[src/rtl/essential_bit_encoder.sv]
// Streams the set-bit positions of each accepted operand, one shift index per beat.
// Define ESSENTIAL_BIT_MSB_FIRST_EN to emit the highest set bit first instead of the lowest.
module essential_bit_encoder #(
  parameter int bitsize = 8,
  localparam int IW = $clog2(bitsize)
) (
  input  logic               clk,
  input  logic               reset,
  input  logic               in_valid,
  output logic               in_ready,
  input  logic [bitsize-1:0] in_data,
  output logic               out_valid,
  input  logic               out_ready,
  output logic [IW-1:0]      out_shift,
  output logic               out_last,
  output logic               out_zero,
  output logic [IW:0]        out_count
);

  typedef enum logic {
    IDLE = 1'b0,
    EMIT = 1'b1
  } state_t;

  state_t             state, state_next;
  logic [bitsize-1:0] residue, residue_next;
  logic [IW:0]        count, count_next;
  logic               zero_flag, zero_next;

  logic               accept;
  logic               beat_fire;
  logic               single_bit;
  logic [bitsize-1:0] clear_mask;

  function automatic logic [IW-1:0] lowest_index(input logic [bitsize-1:0] v);
    lowest_index = '0;
    for (int i = bitsize - 1; i >= 0; i--) begin
      if (v[i]) lowest_index = IW'(i);
    end
  endfunction

  function automatic logic [IW-1:0] highest_index(input logic [bitsize-1:0] v);
    highest_index = '0;
    for (int i = 0; i < bitsize; i++) begin
      if (v[i]) highest_index = IW'(i);
    end
  endfunction

`ifdef ESSENTIAL_BIT_MSB_FIRST_EN
  assign out_shift = highest_index(residue);
`else
  assign out_shift = lowest_index(residue);
`endif

  // A residue with at most one set bit is on its final beat; this also covers a zero operand.
  assign single_bit = ((residue & (residue - bitsize'(1))) == '0);

  assign out_valid  = (state == EMIT);
  assign out_last   = out_valid && single_bit;
  assign out_zero   = zero_flag;
  assign out_count  = count;
  assign in_ready   = (state == IDLE) || (out_valid && out_last && out_ready);

  assign accept     = in_valid && in_ready;
  assign beat_fire  = out_valid && out_ready;
  assign clear_mask = {{(bitsize-1){1'b0}}, 1'b1} << out_shift;

  always_comb begin
    state_next   = state;
    residue_next = residue;
    count_next   = count;
    zero_next    = zero_flag;

    // Accept wins over the last-beat retirement so back-to-back operands need no bubble.
    if (accept) begin
      state_next   = EMIT;
      residue_next = in_data;
      count_next   = '0;
      zero_next    = (in_data == '0);
    end else if (beat_fire) begin
      if (out_last) begin
        state_next   = IDLE;
        residue_next = '0;
        count_next   = '0;
        zero_next    = 1'b0;
      end else begin
        residue_next = residue & ~clear_mask;
        count_next   = count + (IW+1)'(1);
      end
    end
  end

  always_ff @(posedge clk or posedge reset) begin
    if (reset) begin
      state     <= IDLE;
      residue   <= '0;
      count     <= '0;
      zero_flag <= 1'b0;
    end else begin
      state     <= state_next;
      residue   <= residue_next;
      count     <= count_next;
      zero_flag <= zero_next;
    end
  end

endmodule

[config.mk]
export PLATFORM = sky130hd
export DESIGN_NAME = essential_bit_encoder
export DESIGN_NICKNAME = d
export VERILOG_FILES = /design/src/rtl/essential_bit_encoder.sv
export SDC_FILE = /design/constraint.sdc
export NUM_CORES = 1
export LEC_CHECK = 0
export ABC_AREA = 1
export BUFFER_PORTS_ARGS = -buffer_cell sky130_fd_sc_hd__buf_2
export CORE_MARGIN = 1.5
export CORE_UTILIZATION = 40
export DETAILED_ROUTE_END_ITERATION = 10
export PLACE_DENSITY = 0.61
export SLEW_MARGIN = 20
export SYNTH_ARGS = -nofsm -noshare
export SYNTH_HDL_FRONTEND = slang
export SYNTH_SLANG_ARGS = --single-unit
[constraint.sdc]
create_clock -name clk -period 2.05 [get_ports clk]
set_clock_uncertainty 0.1 [all_clocks]
set_input_delay 0.205 -clock clk [delete_from_list [all_inputs] [get_ports clk]]
set_output_delay 0.205 -clock clk [all_outputs]
set_load 0.02 [all_outputs]
Yosys cells after proc, flatten, opt, wreduce, memory -nomap -nowiden
Index checks and enable logic that the tools add are counted.
{"block": "totals", "in_bits": 12, "reg_bits": 14}
{"block": "op_classes", "add_sub_neg": 2, "bitwise": 4, "n_mux": 18, "reduce_logical": 11, "shift": 1}
{"cell": "$mux 3", "count": 8}
{"cell": "$mux 8", "count": 3}
{"cell": "$and 8x8->8", "count": 2}
{"cell": "$logic_not 8->1", "count": 2}
{"cell": "$mux 4", "count": 3}
{"cell": "$not 8->8", "count": 1}
{"cell": "$shl 1x3->8 const A", "count": 1}
{"cell": "$sub 8x1->8 const B", "count": 1}
{"cell": "$logic_and 1x1->1", "count": 5}
{"cell": "$add 4x1->4 const B", "count": 1}
{"cell": "$mux 1", "count": 4}
{"cell": "$reduce_bool 2->1", "count": 2}
{"cell": "$reduce_and 2->1", "count": 1}
{"cell": "$logic_or 1x1->1", "count": 1}
{"cell": "$not 1->1", "count": 1}

Logic depth before layout (Yosys ltp)
Gate-level depths: netlist (run 1).
{"block": "depth", "ltp_word": 14, "ltp_mapped": 12}

Worst setup path before layout (run 1)
Ideal clock, no wire load.
{"block": "synth_timing", "kind": "reg2reg", "from": "register residue[1]", "to": "register residue[1]", "stages_incl_launch_ff": 12, "arrival_ps": 1360, "n_path_buf": 1, "path_slack_ps": 473, "path_cell_list": "dfrtp_1 -> nor2_4 -> inv_2 -> nand2_2 -> nand2_2 -> nor2_4 -> nand3_2 -> nand2_2 -> buf_6 -> nand3_1 -> nand3_1 -> nand2_1"}
{"block": "synth_between", "elab_chain_cells": 9, "elab_cells_between_ends": 17, "classes_between": "add/sub: 1; shift: 1; mux: 5; bitwise: 3; reduce/logical: 7"}
{"element": "from (decl)", "line": "26", "rtl": "logic [bitsize-1:0] residue, residue_next;"}
{"element": "from (signal assigned)", "line": "101", "rtl": "residue <= residue_next;"}
{"element": "$sub 8x1->8", "line": "56", "rtl": "assign single_bit = ((residue & (residue - bitsize'(1))) == '0);"}
{"element": "$and 8x8->8 *", "line": "56"}
{"element": "$logic_not 8->1 *", "line": "56"}
{"element": "$logic_and 1x1->1 *", "line": "59", "rtl": "assign out_last = out_valid && single_bit;"}
{"element": "$logic_and 1x1->1 * (2 in series)", "line": "62", "rtl": "assign in_ready = (state == IDLE) || (out_valid && out_last && out_ready);"}
{"element": "$logic_or 1x1->1 *", "line": "62"}
{"element": "named net in_ready", "line": "10", "rtl": "output logic in_ready,"}
{"element": "$logic_and 1x1->1 *", "line": "64", "rtl": "assign accept = in_valid && in_ready;"}
{"element": "$mux 8 or $reduce_bool 2->1 (tied branches)"}
Mark *: on every way through the listed nets, which the timed path passes. The rest lies on a longest branch. The select of a mux whose other input is x is not followed.
A chain may end at the register's enable or synchronous reset.

Worst setup path after layout (run 1)
{"block": "layout_timing", "from": "register residue[0]", "to": "output in_ready"}
{"block": "layout_between", "elab_chain_cells": 7}
{"element": "$sub 8x1->8", "line": "56"}
{"element": "$and 8x8->8 *", "line": "56"}
{"element": "$logic_not 8->1 *", "line": "56"}
{"element": "$logic_and 1x1->1 *", "line": "59"}
{"element": "$logic_and 1x1->1 * (2 in series)", "line": "62"}
{"element": "$logic_or 1x1->1 *", "line": "62"}
{"element": "to (decl)", "line": "10"}
Mark *: on every way between the ends. The rest lies on a longest branch, timed or not.

==> flow_summary.json, run 1 <==
{
  "hold_depth": 3,
  "io_buffer_count": 22,
  "diodes": 0,
  "finalMaxSlewViolations": 0,
  "wl_um": 2350,
  "rows": 18,
  "grt_pass1_wl_um": 3630,
  "fin_crit_sh_pct": 93.9,
  "multi_input_comb_area_um2": 564,
  "vias_per_cell": 4.90,
  "rsz0062_at_grt": "false",
  "hpwl_um": 1810,
  "cp-end-kind": "output pin",
  "grt_remaining_overflow": 0,
  "first_pass_iters": 4,
  "stdcell_area_um2": 1220,
  "place_ws_ns": 0.260,
  "synth_cell_types": 22,
  "setup_viol": 0,
  "antenna_found_initial": 0,
  "crit_fanout": 7,
  "io_pins": 23,
  "wl_per_cell_um": 11.7,
  "p_leak_nw": 0.719,
  "num_vias": 985,
  "synth_area_um2": 1020,
  "fillers": 244,
  "reg2reg_depth": 10,
  "drive_gt1_share_pct": 32.2,
  "core_um2": 2430,
  "cts_tree": "built",
  "cts-root-buf": "clkbuf_4",
  "fp.dieH_um": 53.4,
  "irDropWorstVdd_v": 0.000798,
  "period_needed_ns": 1.92,
  "fin_ws_ns": 0.126,
  "grt_max_degree": 15,
  "numCtsBuffers": 3,
  "antenna_left": 0,
  "ys_seq_area_share_pct": 34.4,
  "worstSetupStartpointType": "flip-flop",
  "synth.avg_cell_area_um2": 7.06,
  "floorplan.die_area_um2": 2850,
  "min_path_type": "input pin to flip-flop",
  "setup-tns-final_ns": 0,
  "ff_latch_area_um2": 352,
  "slew_headroom_pct": 62.4,
  "hold_viol": 0,
  "drv_cap": 0,
  "cts_max_level": 1,
  "synth_nets": 157,
  "ys_seq_elements": 14,
  "drt_iter0_markers": 14,
  "place_congestion": 0.871,
  "numClockSinks": 14,
  "clockBufferDepth": 2,
  "crit_type": "flip-flop to output pin",
  "syn_inst": 144,
  "placed_area_um2": 1130,
  "finalNetCount": 185,
  "initial_core_util_pct": 41.8,
  "cp.required_ns": 1.75,
  "ys_warn_count": 0,
  "cellPowerDensity_nw_per_um2": 1700,
  "grt_pass1_vias": 844,
  "tightest_slew_ns": 0.564,
  "max_freq_mhz": 520,
  "status": "complete, no violations",
  "drcViolationCount": 0,
  "area_delta_synth_final_pct": 19.8,
  "clk_latency_ns": 0.27,
  "clkTransAtPathRegs_ns": 0.09,
  "worstPathArrival_ns": 1.62,
  "grt.total_usage_pct": 17.6,
  "dieWidth_um": 53.4
}
==> cell usage in the layout, fill, tap and decap left out, types with 3 or more instances in the layout <==
cell      count
nand3_2       7
inv_2         4
nand2_1      51
nand2_2       8
o21ai_1       4
clkbuf_4      3
inv_1        17
nor2_1        7
buf_2        22
buf_4         4
o311ai_0      6
a21oi_1       3
dfrtp_1      13
nand3_1       6
==> metal layers <==
layer / wire, um / vias up / track usage (%)
li1: - / 513 / -
met5: 0 / - / 0
met1: 1110 / 451 / 23.0
met2: 1130 / 17 / 28.4
met3: 83 / 4 / 3.11
met4: 31 / 0 / 6.84
==> synth_stat cells (all sizes together) <==
cell | number | area share (%)
nand2 | 60 | 24
inv | 21 | 7.7
dfrtp | 14 | 34
nand3 | 13 | 9.8
nor2 | 11 | 5.8
o311ai | 6 | 5.2
buf | 4 | 3.1
o21ai | 4 | 2.0
a21oi | 3 | 1.5
nor4 | 2 | 1.2
xor2 | 2 | 1.7
a31oi | 1 | 0.62
ha | 1 | 1.2
nand4 | 1 | 0.62
o31ai | 1 | 0.74
==> cell families after synthesis <==
family | Yosys count | synth area share (%)
AOI/OAI and AO/OA | 15 | 9.96
xor gates and xnor gates | 2 | 1.72
adders and majority gates | 1 | 1.23
buffers and inverters | 25 | 10.8
DFF | 14 | 34.4
and+or+nand+nor | 87 | 41.8
==> what timing repair did <==
| item | in CTS | in global routing |
|---|---|---|
| hold buffers | 1 | 0 |
| setup endpoints to repair | 1 | 1 |
| buffers inserted | 0 | 4 |
| endpoints found under the hold margin | 14 | 0 |
| pin swaps | 0 | 1 |
| gates resized for setup | 2 | 1 |
==> per-stage QoR <==
step / power, mW / std cells / util (%) / hold slack (ns)
global route: 2.25 / 201 / 50.1 / 0.0873
floorplan: 1.48 / 144 / - / -0.00578
CTS: 1.97 / 197 / 48.8 / 0.0799
detailed placement: 1.75 / 192 / 46.6 / 0.189
finish: 2.07 / 201 / 50.1 / 0.0803
global placement: 1.73 / 192 / 46.6 / 0.176
==> report_power, final <==
| part | internal [mW] | switching (mW) | total [mW] |
|---|---|---|---|
| clock network | 0.108 | 0.0902 | 0.198 |
| logic | 0.494 | 0.871 | 1.37 |
| registers | 0.372 | 0.139 | 0.511 |
| total | 0.974 | 1.10 | 2.07 |
==> registers in the layout (all words and copies together) (netlist names) <==
| name | cells |
|---|---|
| out_count | 4 |
| out_valid | 1 |
| out_zero | 1 |
| residue | 8 |
==> final timing paths <==
kind,start,to,slack (ns)
setup / recovery,residue[0],in_ready,0.13
setup reg to reg,residue[0],out_zero,0.32
max in group asynchronous,reset,out_valid,1.04
hold / removal,in_data[0],residue[0],0.08
hold reg to reg,out_zero,out_zero,0.40
min in group asynchronous,reset,out_count[1],0.41
==> critical path, cell delays in order (launching register included) <==
cell and delay, ns:
dfrtp_1 0.44, nor2_4 0.20, inv_2 0.06, nand2_2 0.07, nand2_2 0.07, nor2_4 0.13
nand3_2 0.10, nand2_4 0.10, buf_2 0.17
==> area by class of cell <==
class	instances	share of cell area, %
clock buffer	4	2.98
inverter	21	6.47
tap	30	3.08
timing repair buffer	27	12.3
multi-input combinational	105	46.3
sequential	14	28.9
Power figures use the tool's default switching activity.
==> run 2, diff against run 1 <==
--- a/config.mk
+++ b/config.mk
@@ -5,12 +5,11 @@
 export SDC_FILE = /design/constraint.sdc
 export NUM_CORES = 1
 export LEC_CHECK = 0
-export ABC_AREA = 1
-export BUFFER_PORTS_ARGS = -buffer_cell sky130_fd_sc_hd__buf_2
 export CORE_MARGIN = 1.5
 export CORE_UTILIZATION = 40
 export DETAILED_ROUTE_END_ITERATION = 10
-export PLACE_DENSITY = 0.61
+export DONT_BUFFER_PORTS = 1
+export PLACE_DENSITY = 0.53
 export SLEW_MARGIN = 20
 export SYNTH_ARGS = -nofsm -noshare
 export SYNTH_HDL_FRONTEND = slang
==> flow_summary.json, run 2 <==
{
  "rsz0062_at_grt": "true",
  "crit_chain": "or4_4 > a21oi_4 > o211ai_1 > nor2_2 > buf_6",
  "ys_seq_area_share_pct": 38.3,
  "min_path_type": "input pin to flip-flop",
  "whs_ns": 0.0103,
  "core_um2": 2190,
  "r2r_end": "out_zero",
  "top_layer": "met4",
  "grt_pass1_wl_um": 4320,
  "clkTransAtPathRegs_ns": 0.09,
  "crit_fanout": 2,
  "ys_warn_count": 0,
  "fillers": 215,
  "clk_latency_ns": 0.29,
  "drv_cap": 0,
  "violations": "negative setup slack",
  "cp-end-kind": "output pin",
  "slowest_stage": "or4_4",
  "crit_path_max_incr_delay_ns": 0.56,
  "finalPower_mw": 2.28,
  "p_int_mw": 1.21,
  "synth_area_um2": 916,
  "drcViolationCount": 0,
  "antenna_left": 0,
  "final_common_cell": "buf_4",
  "synth.avg_cell_area_um2": 8.89,
  "p_switching_mw": 1.06,
  "synth_commonest_cells": "dfrtp_1 (14), inv_1 (13), o21ai_0 (8), a21oi_1 (7), nor2_1 (7)",
  "irDropWorstVdd_v": 0.000871,
  "power_frac_comb_pct": 68.1,
  "worstPathArrival_ns": 1.84,
  "final_cell_mix": "buf_4 (18), dfrtp_1 (13), inv_1 (12)",
  "period_needed_ns": 2.14,
  "drt_iter0_markers": 20,
  "worstSetupStartpointType": "flip-flop",
  "wl_per_cell_um": 16.2,
  "top_register": "residue",
  "fin_crit_sh_pct": 105,
  "place_congestion": 0.877,
  "fin_ws_ns": -0.0942,
  "grt_pass1_vias": 938,
  "cts_max_level": 1,
  "placed_area_um2": 1010,
  "stdcell_area_um2": 1250,
  "antenna_found_initial": 0,
  "crit_type": "flip-flop to output pin",
  "grt_remaining_overflow": 0,
  "grt.total_usage_pct": 22.6,
  "finalMaxSlewViolations": 0,
  "grt_max_degree": 15,
  "wl_um": 2610,
  "syn_inst": 103,
  "finalNetCount": 148,
  "max_freq_mhz": 466,
  "cp.required_ns": 1.75,
  "met2_length_um": 1180,
  "place_inst": 138,
  "diodes": 0,
  "io_pins": 23,
  "tightest_slew_ns": 0.553,
  "first_pass_iters": 4,
  "numCtsBuffers": 3,
  "ys_seq_elements": 14,
  "switching_share_pct": 46.7,
  "floorplan.die_area_um2": 2590,
  "synthFlopType": "dfrtp_1",
  "clockBufferDepth": 2,
  "synth_nets": 116,
  "hpwl_um": 1710,
  "slew_headroom_pct": 63.1,
  "cts-root-buf": "clkbuf_4",
  "synth_top_cell_area_share_pct": 38.3,
  "largest_reg_flops": 8,
  "numClockSinks": 14,
  "initial_core_util_pct": 41.8,
  "hold_start": "in_data[3]",
  "reg2reg_depth": 7,
  "fp.dieH_um": 50.9,
  "layoutNonFillerInstCount": 161,
  "synth_cell_types": 35,
  "p_leak_nw": 0.569,
  "wl_met3_um": 201,
  "utilization_pct": 57.2,
  "synth_edf_count": 0,
  "num_vias": 924,
  "seq_power_share_pct": 24.6,
  "yosys-top-cells-area": "dfrtp_1 (38%), o22ai_2 (5.5%), inv_1 (5.3%), o21ai_0 (4.4%), a21oi_1 (3.8%)",
  "cts_tree": "built",
  "min_to": "residue[3]",
  "area_delta_synth_final_pct": 36.7,
  "hold_depth": 2,
  "worstReg2RegStart": "residue[4]",
  "dieWidth_um": 50.9,
  "rows": 17,
  "yosysTopAreaCell": "dfrtp_1",
  "r2r_setup_slack_ns": 0.02,
  "hold_viol": 0,
  "async_reset_ff_share_pct": 100,
  "io_buffer_count": 0,
  "status": "finished with violations",
  "m1WireLength_um": 1150,
  "drive_gt1_share_pct": 33.1,
  "vias_per_cell": 5.74,
  "setup_viol": 2,
  "cellPowerDensity_nw_per_um2": 1820,
  "power_frac_clock_pct": 7.2,
  "yosysMostFrequentCell": "dfrtp_1"
}
[run 2: cell types whose count changed in the layout (fill, tap and decap cells not counted), moves of 4 or more]
cell,delta
inv_1,-5
o22ai_2,+4
nand2_2,-8
nand2_1,-45
nand3_2,-7
nor3_1,+4
o21ai_0,+8
buf_2,-22
o311ai_0,-6
o21ai_1,-4
dlygate4sd3_1,+9
buf_4,+14
[run 2: layer usage]
metal	up-vias	global-route usage, %
li1	435	-
met1	441	31.8
met2	39	34.2
met3	9	4.97
met4	0	8.11
met5	-	0
[run 2: cell type report]
cell class,count,area [um^2],area share (%)
multi-input cells,72,526,42.0
flip-flops and latches,14,352,28.1
repair buffers,31,269,21.5
inverters,13,48.8,3.90
well taps,28,35.0,2.80
clock buffers,3,22.5,1.80
[run 2: kinds of logic after synthesis]
group                      after synthesis  synth area share (%)
and+or+nand+nor                         33                  18.2
DFF                                     14                  38.3
adders and majority gates                2                  2.46
AOI/OAI and AO/OA                       37                  32.8
buffers and inverters                   17                  8.33
[run 2: stage by stage]
stage	TNS [ns]	worst slack [ns]
3_5_place_dp	0	0.0669
2_1_floorplan	0	0.0186
6_report	-0.123	-0.0942
3_3_place_gp	0	0.0293
5_1_grt	-0.320	-0.162
4_1_cts	-0.0788	-0.0689
[run 2: critical path: cells and delay by family, from the launching register on]
family,cells,cell delay (ns)
AO/OA/AOI/OAI,2,0.28
buffers and inverters,1,0.14
flip-flops,1,0.42
AND/OR/NAND/NOR,2,0.72
[run 2: worst max path at each step]
stage	startpoint	to	cells past startpoint
after floorplan	residue[1]	out_count[2]	6
after global placement	residue[0]	out_last	6
after detailed placement	residue[1]	out_last	6
after CTS	residue[0]	out_last	6
after global routing	residue[1]	out_last	6
final	residue[4]	out_last	5
[run 2: timing repair]
item,CTS,global route
hold buffers,10,0
hold endpoints to repair,23,0
setup endpoints to repair,3,6
resized for setup,8,5
buffers inserted,8,4
gates cloned,0,0
pin swaps,4,4
[run 2: power by group through the flow]
stage / combinational, mW / clock, mW / sequential (mW)
after floorplan: 0.878 / 0 / 0.507
after global placement: 1.17 / 0 / 0.553
after detailed placement: 1.16 / 0 / 0.558
after CTS: 1.44 / 0.165 / 0.548
after global routing: 1.70 / 0.174 / 0.572
final: 1.55 / 0.165 / 0.561
==> run 3, diff against run 2 <==
--- a/config.mk
+++ b/config.mk
@@ -5,7 +5,7 @@
 export SDC_FILE = /design/constraint.sdc
 export NUM_CORES = 1
 export LEC_CHECK = 0
-export CORE_MARGIN = 1.5
+export CORE_MARGIN = 3
 export CORE_UTILIZATION = 40
 export DETAILED_ROUTE_END_ITERATION = 10
 export DONT_BUFFER_PORTS = 1
==> flow_summary.json, run 3 (synthesis gave the netlist of run 2 again) <==
{
  "max_freq_mhz": 470,
  "clk_latency_ns": 0.28,
  "io_buffer_count": 0,
  "worstSetupStartpointType": "flip-flop",
  "wl_per_cell_um": 16.6,
  "status": "finished with violations",
  "clkTransAtPathRegs_ns": 0.09,
  "utilization_pct": 56.7,
  "cts_tree": "built",
  "area_delta_synth_final_pct": 27.6,
  "top_register": "residue",
  "rsz0062_at_grt": "true",
  "numCtsBuffers": 3,
  "grt_remaining_overflow": 0,
  "vias_per_cell": 5.59,
  "drt_iter0_markers": 23,
  "numClockSinks": 14,
  "cp.required_ns": 1.75,
  "largest_reg_flops": 8,
  "cp-end-kind": "output pin",
  "crit_type": "flip-flop to output pin",
  "r2r_setup_slack_ns": 0.08,
  "antenna_left": 0,
  "dieWidth_um": 53.9,
  "period_needed_ns": 2.13,
  "setup_viol": 2,
  "grt_max_degree": 15,
  "irDropWorstVdd_v": 0.000977,
  "cts-root-buf": "clkbuf_4",
  "first_pass_iters": 4,
  "reg2reg_depth": 6,
  "place_congestion": 0.914,
  "r2r_end": "residue[1]",
  "place_inst": 136,
  "p_leak_nw": 0.521,
  "tightest_slew_ns": 0.568,
  "final_cell_mix": "inv_1 (12), dfrtp_1 (12), buf_4 (12)",
  "fin_crit_sh_pct": 104,
  "critPathCapture": "out_last",
  "diodes": 0,
  "fp.dieH_um": 53.9,
  "finalNetCount": 139,
  "grt_pass1_wl_um": 3890,
  "drv_cap": 0,
  "antenna_found_initial": 0,
  "min_path_type": "input pin to flip-flop",
  "grt.total_usage_pct": 19.4,
  "drcViolationCount": 0,
  "crit_fanout": 6,
  "clockBufferDepth": 2,
  "num_vias": 849,
  "floorplan.die_area_um2": 2900,
  "setup-tns-final_ns": -0.102,
  "rows": 16,
  "hpwl_um": 1800,
  "wl_um": 2520,
  "cts_max_level": 1,
  "worstPathArrival_ns": 1.82,
  "io_pins": 23,
  "crit_path_start": "residue[0]",
  "finalMaxSlewViolations": 0,
  "drive_gt1_share_pct": 28.0,
  "finalPower_mw": 2.09,
  "worstReg2RegStart": "residue[0]",
  "hold_viol": 0,
  "slew_headroom_pct": 62.1,
  "cellPowerDensity_nw_per_um2": 1790,
  "core_um2": 2060,
  "violations": "negative setup slack",
  "initial_core_util_pct": 44.4,
  "grt_pass1_vias": 877,
  "layoutNonFillerInstCount": 152,
  "fin_ws_ns": -0.0798
}
==> run 3: worst min path at each step <==
stage               slack (ns)           end  cells after the start       start
floorplan               -0.006  out_count[0]                      1       reset
global placement          0.07  out_count[2]                      1       reset
detailed placement        0.08  out_count[3]                      1       reset
CTS                      0.004    residue[2]                      1  in_data[2]
global route             0.004    residue[2]                      1  in_data[2]
finish                   0.006    residue[2]                      1  in_data[2]
==> run 3: layout make-up <==
cell class,count,area (um^2)
tap,27,33.8
inverter,13,48.8
multi-input combinational,72,505
fill,208,893
sequential,14,353
timing repair buffer,22,191
clock buffer,4,36.3
==> run 3: metal layers <==
metal,track usage [%],up-vias,part of all wire [%]
li1,-,422,-
met1,25.4,399,47
met2,29.4,26,45
met3,6.37,2,6.8
met4,7.23,0,0.71
met5,0,-,0
==> run 3: what timing repair did <==
item                                    CTS  global route
pin swaps                                 4             4
endpoints found under the setup margin    2             4
hold endpoints to repair                 23             0
resized for setup                         4             4
buffers inserted                          4             0
hold buffers                              9             0
==> run 3: metrics by stage <==
step / setup slack (ns) / hold WS, ns / area (um^2)
2_1_floorplan: 0.0186 / -0.00578 / 916
3_3_place_gp: 0.114 / 0.0749 / 997
3_5_place_dp: 0.0541 / 0.0814 / 997
4_1_cts: -0.107 / 0.00390 / 1160
5_1_grt: -0.208 / 0.00351 / 1170
6_report: -0.0798 / 0.00588 / 1170
==> run 3: worst max-delay path, cell delays in order, from the launching register on <==
cell and delay (ns):
dfrtp_2 0.45, or4_4 0.53, a21oi_4 0.14, o211ai_1 0.13
nor2_2 0.15, buf_6 0.13
==> run 3: report_power, final <==
part           switching, mW  internal [mW]
clock network         0.0933          0.108
registers              0.195          0.381
logic                  0.707          0.610
